<file path="src/rtl/fix_pkg.sv">
// rtl/fix_pkg.sv - shared constants, state type and helpers for the FIX message builder
//
// Purpose: common definitions imported by the BodyLength generator and the
//          sequential binary-to-BCD converter.
// Contents:
//   ASCII_ZERO   ASCII code of digit '0'
//   DELIM_BYTES  bytes added per field for '=' and SOH
//   state_t      generator FSM states
//   max_val()    largest value representable in a given number of decimal digits

package fix_pkg;

  localparam logic [7:0] ASCII_ZERO  = 8'h30;
  localparam int         DELIM_BYTES = 2;

  typedef enum logic [1:0] {
    IDLE,
    ACCUM,
    CONVERT,
    EMIT
  } state_t;

  // 10^digits - 1, evaluated at elaboration time for saturation limits.
  function automatic int max_val(input int digits);
    int v;
    v = 1;
    for (int i = 0; i < digits; i++) v = v * 10;
    return v - 1;
  endfunction

endpackage

</file>
<file path="src/rtl/bin2bcd_seq.sv">
// rtl/bin2bcd_seq.sv - sequential double-dabble binary to packed BCD converter
//
// Purpose: converts BIN_WIDTH-bit binary to DIGITS BCD nibbles, one bit per
//          cycle, MSB first. The input must be below 10^DIGITS.
// Ports:
//   clk    in   clock
//   rst    in   synchronous, active-low reset
//   start  in   load bin and begin a conversion (ignored while busy)
//   bin    in   BIN_WIDTH  binary value sampled on start
//   busy   out  conversion in progress
//   last   out  the current cycle performs the final shift
//   done   out  one-cycle pulse; bcd holds the result
//   bcd    out  4*DIGITS  packed BCD, nibble 0 least significant; held until next start

module bin2bcd_seq #(
  parameter int BIN_WIDTH = 17,
  parameter int DIGITS    = 5
) (
  input  logic                  clk,
  input  logic                  rst,
  input  logic                  start,
  input  logic [BIN_WIDTH-1:0]  bin,
  output logic                  busy,
  output logic                  last,
  output logic                  done,
  output logic [4*DIGITS-1:0]   bcd
);

  localparam int CNT_W = $clog2(BIN_WIDTH + 1);

  logic [BIN_WIDTH-1:0] bin_sh;
  logic [CNT_W-1:0]     cnt;
  logic [4*DIGITS-1:0]  adj;

  // Add-3 correction so every nibble carries correctly into the next after the shift.
  always_comb begin
    adj = '0;
    for (int i = 0; i < DIGITS; i++) begin
      if (bcd[4*i +: 4] >= 4'd5) adj[4*i +: 4] = bcd[4*i +: 4] + 4'd3;
      else                       adj[4*i +: 4] = bcd[4*i +: 4];
    end
  end

  assign last = busy && (cnt == CNT_W'(1));

  always_ff @(posedge clk) begin
    if (!rst) begin
      bin_sh <= '0;
      cnt    <= '0;
      busy   <= 1'b0;
      done   <= 1'b0;
      bcd    <= '0;
    end else begin
      done <= last;
      if (start && !busy) begin
        bin_sh <= bin;
        bcd    <= '0;
        cnt    <= CNT_W'(BIN_WIDTH);
        busy   <= 1'b1;
      end else if (busy) begin
        bcd    <= {adj[4*DIGITS-2:0], bin_sh[BIN_WIDTH-1]};
        bin_sh <= {bin_sh[BIN_WIDTH-2:0], 1'b0};
        cnt    <= cnt - 1'b1;
        if (last) busy <= 1'b0;
      end
    end
  end

endmodule

</file>
<file path="src/rtl/fix_bodylength_gen.sv">
// rtl/fix_bodylength_gen.sv - streaming FIX BodyLength accumulator and ASCII generator
//
// Purpose: sums per-field byte counts (plus delimiters and a constant header
//          length), saturates at 10^MAX_DIGITS-1, converts to decimal and presents
//          the result as a left-justified ASCII word and a digit byte stream.
// Ports:
//   clk           in   clock
//   rst           in   synchronous, active-low reset
//   start_i       in   begin new message (IDLE only)
//   fld_valid_i   in   field length valid
//   fld_ready_o   out  field lengths accepted (ACCUM)
//   fld_len_i     in   FLD_WIDTH  tag+value byte count
//   fld_last_i    in   final field of the message
//   busy_o        out  not idle
//   done_o        out  one-cycle pulse, result valid
//   ascii_o       out  8*MAX_DIGITS  byte k = k-th most significant digit, unused bytes 0
//   size_o        out  number of significant digits
//   overflow_o    out  sticky saturation flag, cleared on accepted start
//   byte_o        out  8  serial ASCII digit
//   byte_valid_o  out  serial digit valid
//   byte_ready_i  in   downstream accepts digit
//   byte_last_o   out  final digit

module fix_bodylength_gen
  import fix_pkg::*;
#(
  parameter int LEN_WIDTH  = 17,
  parameter int MAX_DIGITS = 5,
  parameter int FLD_WIDTH  = 8,
  parameter int BASE_LEN   = 0,
  parameter int ADD_DELIM  = 1
) (
  input  logic                              clk,
  input  logic                              rst,
  input  logic                              start_i,
  input  logic                              fld_valid_i,
  output logic                              fld_ready_o,
  input  logic [FLD_WIDTH-1:0]              fld_len_i,
  input  logic                              fld_last_i,
  output logic                              busy_o,
  output logic                              done_o,
  output logic [8*MAX_DIGITS-1:0]           ascii_o,
  output logic [$clog2(MAX_DIGITS+1)-1:0]   size_o,
  output logic                              overflow_o,
  output logic [7:0]                        byte_o,
  output logic                              byte_valid_o,
  input  logic                              byte_ready_i,
  output logic                              byte_last_o
);

  localparam int SIZE_W = $clog2(MAX_DIGITS + 1);
  localparam logic [LEN_WIDTH-1:0] MAX_VAL   = LEN_WIDTH'(max_val(MAX_DIGITS));
  localparam logic [LEN_WIDTH-1:0] FLD_EXTRA = (ADD_DELIM != 0) ? LEN_WIDTH'(DELIM_BYTES) : '0;

  state_t                  state, state_nxt;
  logic [LEN_WIDTH-1:0]    acc;
  logic [LEN_WIDTH-1:0]    sum;
  logic                    overflow_q;
  logic                    res_valid;
  logic [SIZE_W-1:0]       idx;
  logic                    fld_hs;
  logic                    start_hs;
  logic                    conv_start;
  logic                    conv_busy;
  logic                    conv_last;
  logic                    conv_done;
  logic [4*MAX_DIGITS-1:0] conv_bcd;
  logic [8*MAX_DIGITS-1:0] ascii_c;
  logic [SIZE_W-1:0]       size_c;
  logic [7:0]              byte_sel;
  logic                    last_digit;
  int                      hi;

  bin2bcd_seq #(
    .BIN_WIDTH (LEN_WIDTH),
    .DIGITS    (MAX_DIGITS)
  ) u_bin2bcd (
    .clk   (clk),
    .rst   (rst),
    .start (conv_start),
    .bin   (acc),
    .busy  (conv_busy),
    .last  (conv_last),
    .done  (conv_done),
    .bcd   (conv_bcd)
  );

  // The constraint on LEN_WIDTH guarantees this sum never wraps, since acc <= MAX_VAL.
  assign sum      = acc + LEN_WIDTH'(fld_len_i) + FLD_EXTRA;
  assign fld_hs   = fld_valid_i && (state == ACCUM);
  assign start_hs = start_i && (state == IDLE);

  // Leading-zero suppression: hi is the most significant nonzero digit; zero keeps one digit.
  always_comb begin
    hi = 0;
    for (int j = 0; j < MAX_DIGITS; j++) begin
      if (conv_bcd[4*j +: 4] != 4'd0) hi = j;
    end
    size_c  = SIZE_W'(hi + 1);
    ascii_c = '0;
    for (int k = 0; k < MAX_DIGITS; k++) begin
      for (int j = 0; j < MAX_DIGITS; j++) begin
        if (j == hi - k) ascii_c[8*k +: 8] = ASCII_ZERO + {4'h0, conv_bcd[4*j +: 4]};
      end
    end
  end

  // The converter keeps its BCD after done; res_valid masks it to zero after reset/start.
  assign ascii_o    = res_valid ? ascii_c : '0;
  assign size_o     = res_valid ? size_c  : '0;
  assign overflow_o = overflow_q;
  assign last_digit = (idx == size_c - 1'b1);

  always_comb begin
    byte_sel = '0;
    for (int k = 0; k < MAX_DIGITS; k++) begin
      if (idx == SIZE_W'(k)) byte_sel = ascii_c[8*k +: 8];
    end
  end

  always_ff @(posedge clk) begin
    if (!rst) state <= IDLE;
    else      state <= state_nxt;
  end

  always_comb begin
    state_nxt    = state;
    fld_ready_o  = 1'b0;
    busy_o       = (state != IDLE);
    done_o       = 1'b0;
    byte_valid_o = 1'b0;
    byte_last_o  = 1'b0;
    byte_o       = '0;
    conv_start   = 1'b0;
    case (state)
      IDLE: begin
        if (start_i) state_nxt = ACCUM;
      end
      ACCUM: begin
        fld_ready_o = 1'b1;
        if (fld_valid_i && fld_last_i) state_nxt = CONVERT;
      end
      CONVERT: begin
        // First CONVERT cycle loads the converter; the final shift moves us to EMIT.
        conv_start = !conv_busy;
        if (conv_last) state_nxt = EMIT;
      end
      EMIT: begin
        done_o       = conv_done;
        byte_valid_o = 1'b1;
        byte_last_o  = last_digit;
        byte_o       = byte_sel;
        if (byte_ready_i && last_digit) state_nxt = IDLE;
      end
      default: state_nxt = IDLE;
    endcase
  end

  always_ff @(posedge clk) begin
    if (!rst) begin
      acc        <= '0;
      overflow_q <= 1'b0;
      res_valid  <= 1'b0;
      idx        <= '0;
    end else begin
      if (start_hs) begin
        acc        <= LEN_WIDTH'(BASE_LEN);
        overflow_q <= 1'b0;
        res_valid  <= 1'b0;
      end else if (fld_hs) begin
        if (sum > MAX_VAL) begin
          acc        <= MAX_VAL;
          overflow_q <= 1'b1;
        end else begin
          acc <= sum;
        end
      end
      if (conv_last) begin
        res_valid <= 1'b1;
        idx       <= '0;
      end else if (state == EMIT && byte_ready_i && !last_digit) begin
        idx <= idx + 1'b1;
      end
    end
  end

endmodule

</file>
<file path="config.mk">
export PLATFORM = sky130hd
export DESIGN_NAME = fix_bodylength_gen
export DESIGN_NICKNAME = d
export VERILOG_FILES = /design/src/rtl/fix_pkg.sv /design/src/rtl/bin2bcd_seq.sv /design/src/rtl/fix_bodylength_gen.sv
export SDC_FILE = /design/constraint.sdc
export NUM_CORES = 1
export LEC_CHECK = 0
export CAP_MARGIN = 30
export CORE_UTILIZATION = 51
export CTS_CLUSTER_DIAMETER = 50
export CTS_CLUSTER_SIZE = 16
export DETAILED_ROUTE_END_ITERATION = 16
export GPL_TIMING_DRIVEN = 0
export PLACE_DENSITY = 0.8
export SLEW_MARGIN = 25
export SYNTH_ARGS = -nofsm -noshare
export SYNTH_HDL_FRONTEND = slang
export SYNTH_SLANG_ARGS = --single-unit
</file>
<file path="constraint.sdc">
create_clock -name clk -period 4.05 [get_ports clk]
set_input_delay 0.81 -clock clk [delete_from_list [all_inputs] [get_ports clk]]
set_output_delay 0.81 -clock clk [all_outputs]
set_load 0.05 [all_outputs]
</file>
Yosys cells after proc, flatten, opt, wreduce, memory -nomap -nowiden
Index checks and enable logic that the tools add are counted.
{"block": "word_totals", "reg_bits": 68, "input_bits": 14, "out_inout_bits": 57, "elab_cells": 162}
{"block": "classes", "n_addsub": 20, "magnitude_cmp": 6, "n_eq_ne": 33, "mux": 62, "bitwise": 1, "n_reduce_logical": 29}
{"operator": "$eq 3x32->1 const A", "count": 10}
{"operator": "$mux 8", "count": 26}
{"operator": "$eq 2x32->1 const A", "count": 5}
{"operator": "$eq 4x32->1 const A", "count": 5}
{"operator": "$logic_not 32->1", "count": 5}
{"operator": "$mux 32", "count": 3}
{"operator": "$sub 32x3->32 const B", "count": 2}
{"operator": "$mux 17", "count": 3}
{"operator": "$mux 40", "count": 1}
{"operator": "$add 6x4->7 const A", "count": 5}
{"operator": "$mux 7", "count": 5}
{"operator": "$sub 32x2->32 const B", "count": 1}
{"operator": "$sub 32x4->32 const B", "count": 1}
{"operator": "$ge 4x3->1 const B", "count": 5}
{"operator": "$add 17x2->17 const B", "count": 1}
{"operator": "$add 17x8->17", "count": 1}
{"operator": "$gt 17x17->1 const B", "count": 1}
{"operator": "$add 4x2->4 const B", "count": 4}
{"operator": "$mux 4", "count": 4}
{"operator": "$reduce_bool 4->1", "count": 4}
{"operator": "$mux 1", "count": 11}
{"operator": "$mux 5", "count": 2}
{"operator": "$logic_and 1x1->1", "count": 8}
{"operator": "$mux 2", "count": 4}
{"operator": "23 further kinds", "count": 34}

Longest topological paths before layout
{"block": "depth", "ltp_word": 17, "mapped_depth": 19, "depth_no_buf": 14}

Cells and area by module
From an unflattened synthesis, not the netlist that was laid out.
{"block": "hier_totals", "cells_unflattened": 702, "hier_area_um2": 5477.8}
{"mod": "fix_bodylength_gen", "instances": 1, "cells_each": 458, "area_each_um2": 3265.6}
{"mod": "bin2bcd_seq", "instances": 1, "cells_each": 244, "area_each_um2": 2212.1}

Worst setup path before layout
OpenSTA, ideal clock, no wires.
{"block": "synth_timing", "path_kind": "flip-flop to output port", "start": "register u_bin2bcd.bcd[16]", "end": "output port byte_o[0]", "arrival_ps": 4000, "t_required_ps": 3240, "path_slack_ps": -760, "stages_incl_launch_ff": 18, "n_path_buf": 5, "cell_sequence": "dfxtp_1 inv_1 ha_1 or3b_1 buf_2 inv_2 buf_2 buf_2 buf_2 o21ai_0 inv_1 ha_1 clkbuf_1 o2111ai_1 a31oi_1 mux2i_1 or2_2 a31oi_1"}
{"block": "synth_via", "elab_chain_cells": 14, "elab_cells_between_ends": 63, "classes_between": "add/sub (5); eq/ne (20); mux (32); reduce/logical (6)"}
{"item": "from (decl)", "line": "bin2bcd_seq.sv:26", "source": "output logic [4*DIGITS-1:0] bcd"}
{"item": "from (signal assigned)", "line": "bin2bcd_seq.sv:61", "source": "bcd <= {adj[4*DIGITS-2:0], bin_sh[BIN_WIDTH-1]};"}
{"item": "$reduce_bool 4->1", "line": "fix_bodylength_gen.sv:97", "source": "if (conv_bcd[4*j +: 4] != 4'd0) hi = j;"}
{"item": "$mux 32", "line": "fix_bodylength_gen.sv:97"}
{"item": "$sub 32x2->32 or $logic_not 32->1 (tied branches)", "line": "fix_bodylength_gen.sv:103", "source": "if (j == hi - k) ascii_c[8*k +: 8] = ASCII_ZERO + {4'h0, conv_bcd[4*j +: 4]};"}
{"item": "$logic_not 32->1 or $mux 7 (tied branches)", "line": "fix_bodylength_gen.sv:103"}
{"item": "$mux 7 or $mux 8 (tied branches)", "line": "fix_bodylength_gen.sv:103"}
{"item": "$mux 8 (3 in a row)", "line": "fix_bodylength_gen.sv:103"}
{"item": "$mux 8 (on tied branches)", "line": "fix_bodylength_gen.sv:103, fix_bodylength_gen.sv:117"}
{"item": "$mux 8 (3 in a row)", "line": "fix_bodylength_gen.sv:117", "source": "if (idx == SIZE_W'(k)) byte_sel = ascii_c[8*k +: 8];"}
{"item": "$mux 8 *", "line": "fix_bodylength_gen.sv:117"}
{"item": "$mux 8 *", "line": "fix_bodylength_gen.sv:135", "source": "case (state)"}
{"item": "to (decl)", "line": "fix_bodylength_gen.sv:45", "source": "output logic [7:0] byte_o,"}
Mark *: on every way between the ends. The rest lies on a longest branch, timed or not.

Worst setup path after layout
{"block": "layout_timing", "start": "register u_bin2bcd.bcd[15]", "end": "output port byte_o[2]"}
{"block": "layout_via", "elab_chain_cells": 15, "elab_cells_between_ends": 63, "classes_between": "add/sub (4); eq/ne (20); mux (33); reduce/logical (6)"}
{"item": "$reduce_bool 4->1 *", "line": "fix_bodylength_gen.sv:97"}
{"item": "$mux 32 * (2 in a row)", "line": "fix_bodylength_gen.sv:97"}
{"item": "$sub 32x2->32 or $logic_not 32->1 (tied branches)", "line": "fix_bodylength_gen.sv:103"}
{"item": "$logic_not 32->1 or $mux 7 (tied branches)", "line": "fix_bodylength_gen.sv:103"}
{"item": "$mux 7 or $mux 8 (tied branches)", "line": "fix_bodylength_gen.sv:103"}
{"item": "$mux 8 (3 in a row)", "line": "fix_bodylength_gen.sv:103"}
{"item": "$mux 8 (on tied branches)", "line": "fix_bodylength_gen.sv:103, fix_bodylength_gen.sv:117"}
{"item": "$mux 8 (3 in a row)", "line": "fix_bodylength_gen.sv:117"}
{"item": "$mux 8 *", "line": "fix_bodylength_gen.sv:117"}
{"item": "$mux 8 *", "line": "fix_bodylength_gen.sv:135"}
Marks and branches as above.

==> results_dict.tcl <==
set metrics [dict create \
    grt_overflow_total 0 \
    ys.flop_type "dfxtp_1" \
    synthCells 710 \
    finalCriticalPeriod_ns 4.22 \
    die_y_um 105 \
    ctsHtreeMaxLevel 3 \
    violations "setup timing" \
    cts_buffer_depth 2 \
    drv_slew 0 \
    slew_headroom_pct 53.4 \
    p_int_mw 1.65 \
    fin_hold_ws_ns 0.451 \
    ir_drop_mv 0.247 \
    rows 37 \
    ioPinCount 71 \
    min_to "overflow_o" \
    coreArea_um2 10300 \
    async_reset_ff_share_pct 0 \
    endpoint_kind "primary output" \
    nets 885 \
    vias 5757 \
    firstDrtPassIters 8 \
    clk_pin_slew_ns 0.08 \
    p_comb_share_pct 47.8 \
    clkSinkCount 68 \
    finalSetupTns_ns -0.454 \
    synthToLayoutAreaGrowth_pct 33.3 \
    seqPwrFrac_pct 29.9 \
    crit_fanout 10 \
    worstPathArrival_ns 3.41 \
    max_freq_ghz 0.237 \
    worstSetupPathType "flip-flop to primary output" \
    powerDensity_nw_per_um2 394 \
    routedWlPerCell_um 17.5 \
    dieArea_um2 11100 \
    power_switching_share_pct 42.3 \
    crit_chain "buf_4, or3b_4, buf_6, a21o_4, nand2_8, inv_4, ha_4, and3_4, a31oi_4, o21ai_1, a221o_1, a221oi_2, o22ai_4, buf_6" \
    dr.first_iter.drc_count 409 \
    regToRegSetupSlack_ns 0.83 \
    place_area_um2 6330 \
    post_synth.cell_area_avg_um2 7.66 \
    hold_path.class "flip-flop to flip-flop" \
    cp_slowest_cell "a221o_1" \
    finalHoldViolCount 0 \
    syn_area_um2 5440 \
    grt_usage_pct 30.2 \
    rsz0062_at_grt "true" \
    grt_max_degree 14 \
    diodes 0 \
    clk-insertion-delay-late_ns 0.36 \
    power_frac_clock_pct 22.3 \
    drtAntennaViolNets 0 \
    crit_buf_inv 4 \
    synth_warnings 0 \
    synth-edff-count 0 \
    worst_slew_pin_slew_ns 0.699 \
    setup_viol 6 \
    ys_seq_elements 68 \
    grt_pass1_wl_um 26600 \
    hold_path_depth 2 \
    period_share_pct 104 \
    power.leakage_nw 3.05 \
    yosys.area.top_type "dfxtp_1" \
    via_per_inst 5.96 \
    r2r_start "acc[1]" \
    grt_pass1_vias 5396 \
    antenna_found_initial 0 \
    worst-path-stages 14 \
    hold_buffers 0 \
    stdcell_count 966 \
    worst_slack_ns -0.172 \
    yosys-top-cells-count "nand2_1, dfxtp_1, nor2_1, a21oi_1, ha_1" \
    reg2reg_depth 13 \
    synth-seq-area-share_pct 25.0 \
    min_from "overflow_o" \
    root_buffer "clkbuf_8" \
    globalplace.congestion 0.937 \
    tritoncts "built" \
    synth_top_area_share_pct 25.0 \
    dp.cells 914 \
    cts_buffers 9 \
    totalWireLength_um 16900 \
    cpPeakStageDelay_ns 0.41 \
    port-buffer-count 57 \
    r2r_end "acc[13]" \
    crit_required_ns 3.24 \
    n_fill_cell 802 \
    outcome "finished with violations" \
    synthTopCellsByArea "dfxtp_1, ha_1, mux2i_1" \
    finClkSkew_ns 0.00926 \
    drc 0 \
    p_total_mw 2.86 \
    stdcell_area_um2 7250 \
    yosysMostFrequentCell "nand2_1" \
    start_kind "flip-flop" \
    dpl.hpwl_um 12100 \
    path_delay_family "compound AO/OA/AOI/OAI gates" \
    synth_cell_types 71 \
    switching_power_mw 1.21 \
    initial_utilization_pct 52.7 \
    cp_common_cell "buf_6" \
    cap_violations 0 \
    die_w_um 105 \
    drive_gt1_share_pct 23.3 \
]
[layout by cell type (no fill, tap or decap), types with 5 or more instances in the layout]
cell type,instances
a211oi_1,9
a21o_1,5
a21oi_1,50
a31oi_1,9
and2_1,14
and3_1,11
buf_2,5
buf_4,60
buf_6,9
buf_8,10
clkbuf_1,34
clkbuf_8,9
clkdlybuf4s15_2,6
clkdlybuf4s50_1,29
conb_1,12
dfxtp_1,60
ha_1,36
ha_4,8
inv_1,25
inv_2,6
mux2i_1,31
nand2_1,69
nand2b_1,6
nand3_1,18
nand4_1,5
nor2_1,60
nor2b_1,10
nor3_1,11
o211a_1,17
o21ai_0,33
o21ai_1,5
xnor2_1,14
xor2_1,7
[routing by layer]
metal  vias to the layer above  global-route usage (%)  wire length [um]
li1                       2715                       -                 -
met1                      2663                    34.3              6540
met2                       306                    53.1              8260
met3                        73                    4.27              1230
met4                         0                    18.5               879
met5                         -                       0                 0
[how the worst max path moves through the flow]
stage	from	endpoint	slack [ns]
after floorplan	u_bin2bcd.bcd[12]	byte_o[0]	0.01
after global routing	u_bin2bcd.bcd[15]	byte_o[2]	-0.24
after detailed placement	u_bin2bcd.bcd[12]	byte_o[2]	-1.41
after global placement	u_bin2bcd.bcd[12]	byte_o[2]	-1.48
final	u_bin2bcd.bcd[15]	byte_o[2]	-0.17
after CTS	u_bin2bcd.bcd[16]	byte_o[2]	-0.22
[registers in the layout (all words and copies together) (netlist names)]
name / cells
acc: 17
idx: 3
u_bin2bcd.cnt: 5
u_bin2bcd.done: 1
overflow_o: 1
u_bin2bcd.bin_sh: 17
u_bin2bcd.busy: 1
state: 2
u_bin2bcd.bcd: 20
res_valid: 1
[power groups by stage]
stage | logic (mW) | clock network (mW) | registers (mW)
after detailed placement | 1.21 | 0 | 0.868
after floorplan | 0.918 | 0 | 0.845
after CTS | 1.33 | 0.636 | 0.851
after global placement | 1.18 | 0 | 0.863
after global routing | 1.48 | 0.665 | 0.863
final | 1.37 | 0.637 | 0.854
[cell families after synthesis]
logic type | count (synthesis) | share of synthesized area [%]
XOR/XNOR | 21 | 3.38
multiplexers | 36 | 6.67
flip-flops | 68 | 25.0
adder cells (fa/ha/maj) | 46 | 10.7
buffers and inverters | 106 | 8.86
AND/OR/NAND/NOR | 243 | 21.7
other | 1 | 0.0689
AO/OA/AOI/OAI | 189 | 23.6
[through the flow]
stage | worst slack [ns] | utilization, %
2_1_floorplan | 0.0144 | -
3_3_place_gp | -1.48 | 61.3
3_5_place_dp | -1.41 | 61.3
4_1_cts | -0.216 | 67.6
5_1_grt | -0.239 | 70.2
6_report | -0.172 | 70.2
[what timing repair did]
item	in CTS	in global routing
gates resized for setup	210	50
buffers inserted	21	21
pin swaps	14	23
endpoints found under the setup margin	30	30
[area by class of cell]
type | instances | area [um2] | share of cell area, %
buffer | 64 | 383 | 5.28
clock buffer | 9 | 124 | 1.71
clock inverter | 7 | 98.8 | 1.36
inverter | 36 | 158 | 2.17
multi-input combinational | 547 | 4030 | 55.6
sequential | 68 | 1380 | 19.1
tap | 136 | 170 | 2.35
timing repair buffer | 99 | 903 | 12.5
[worst reg2reg max path, delay by kind of cell (launching register included)]
kind / cells / cell delay, ns
AO/OA/AOI/OAI: 4 / 1.04
adder cells (fa/ha/maj): 3 / 0.87
AND/OR/NAND/NOR: 2 / 0.47
flip-flops: 1 / 0.33
buffers and inverters: 3 / 0.19
multiplexers: 1 / 0.19
Power figures use the tool's default switching activity.
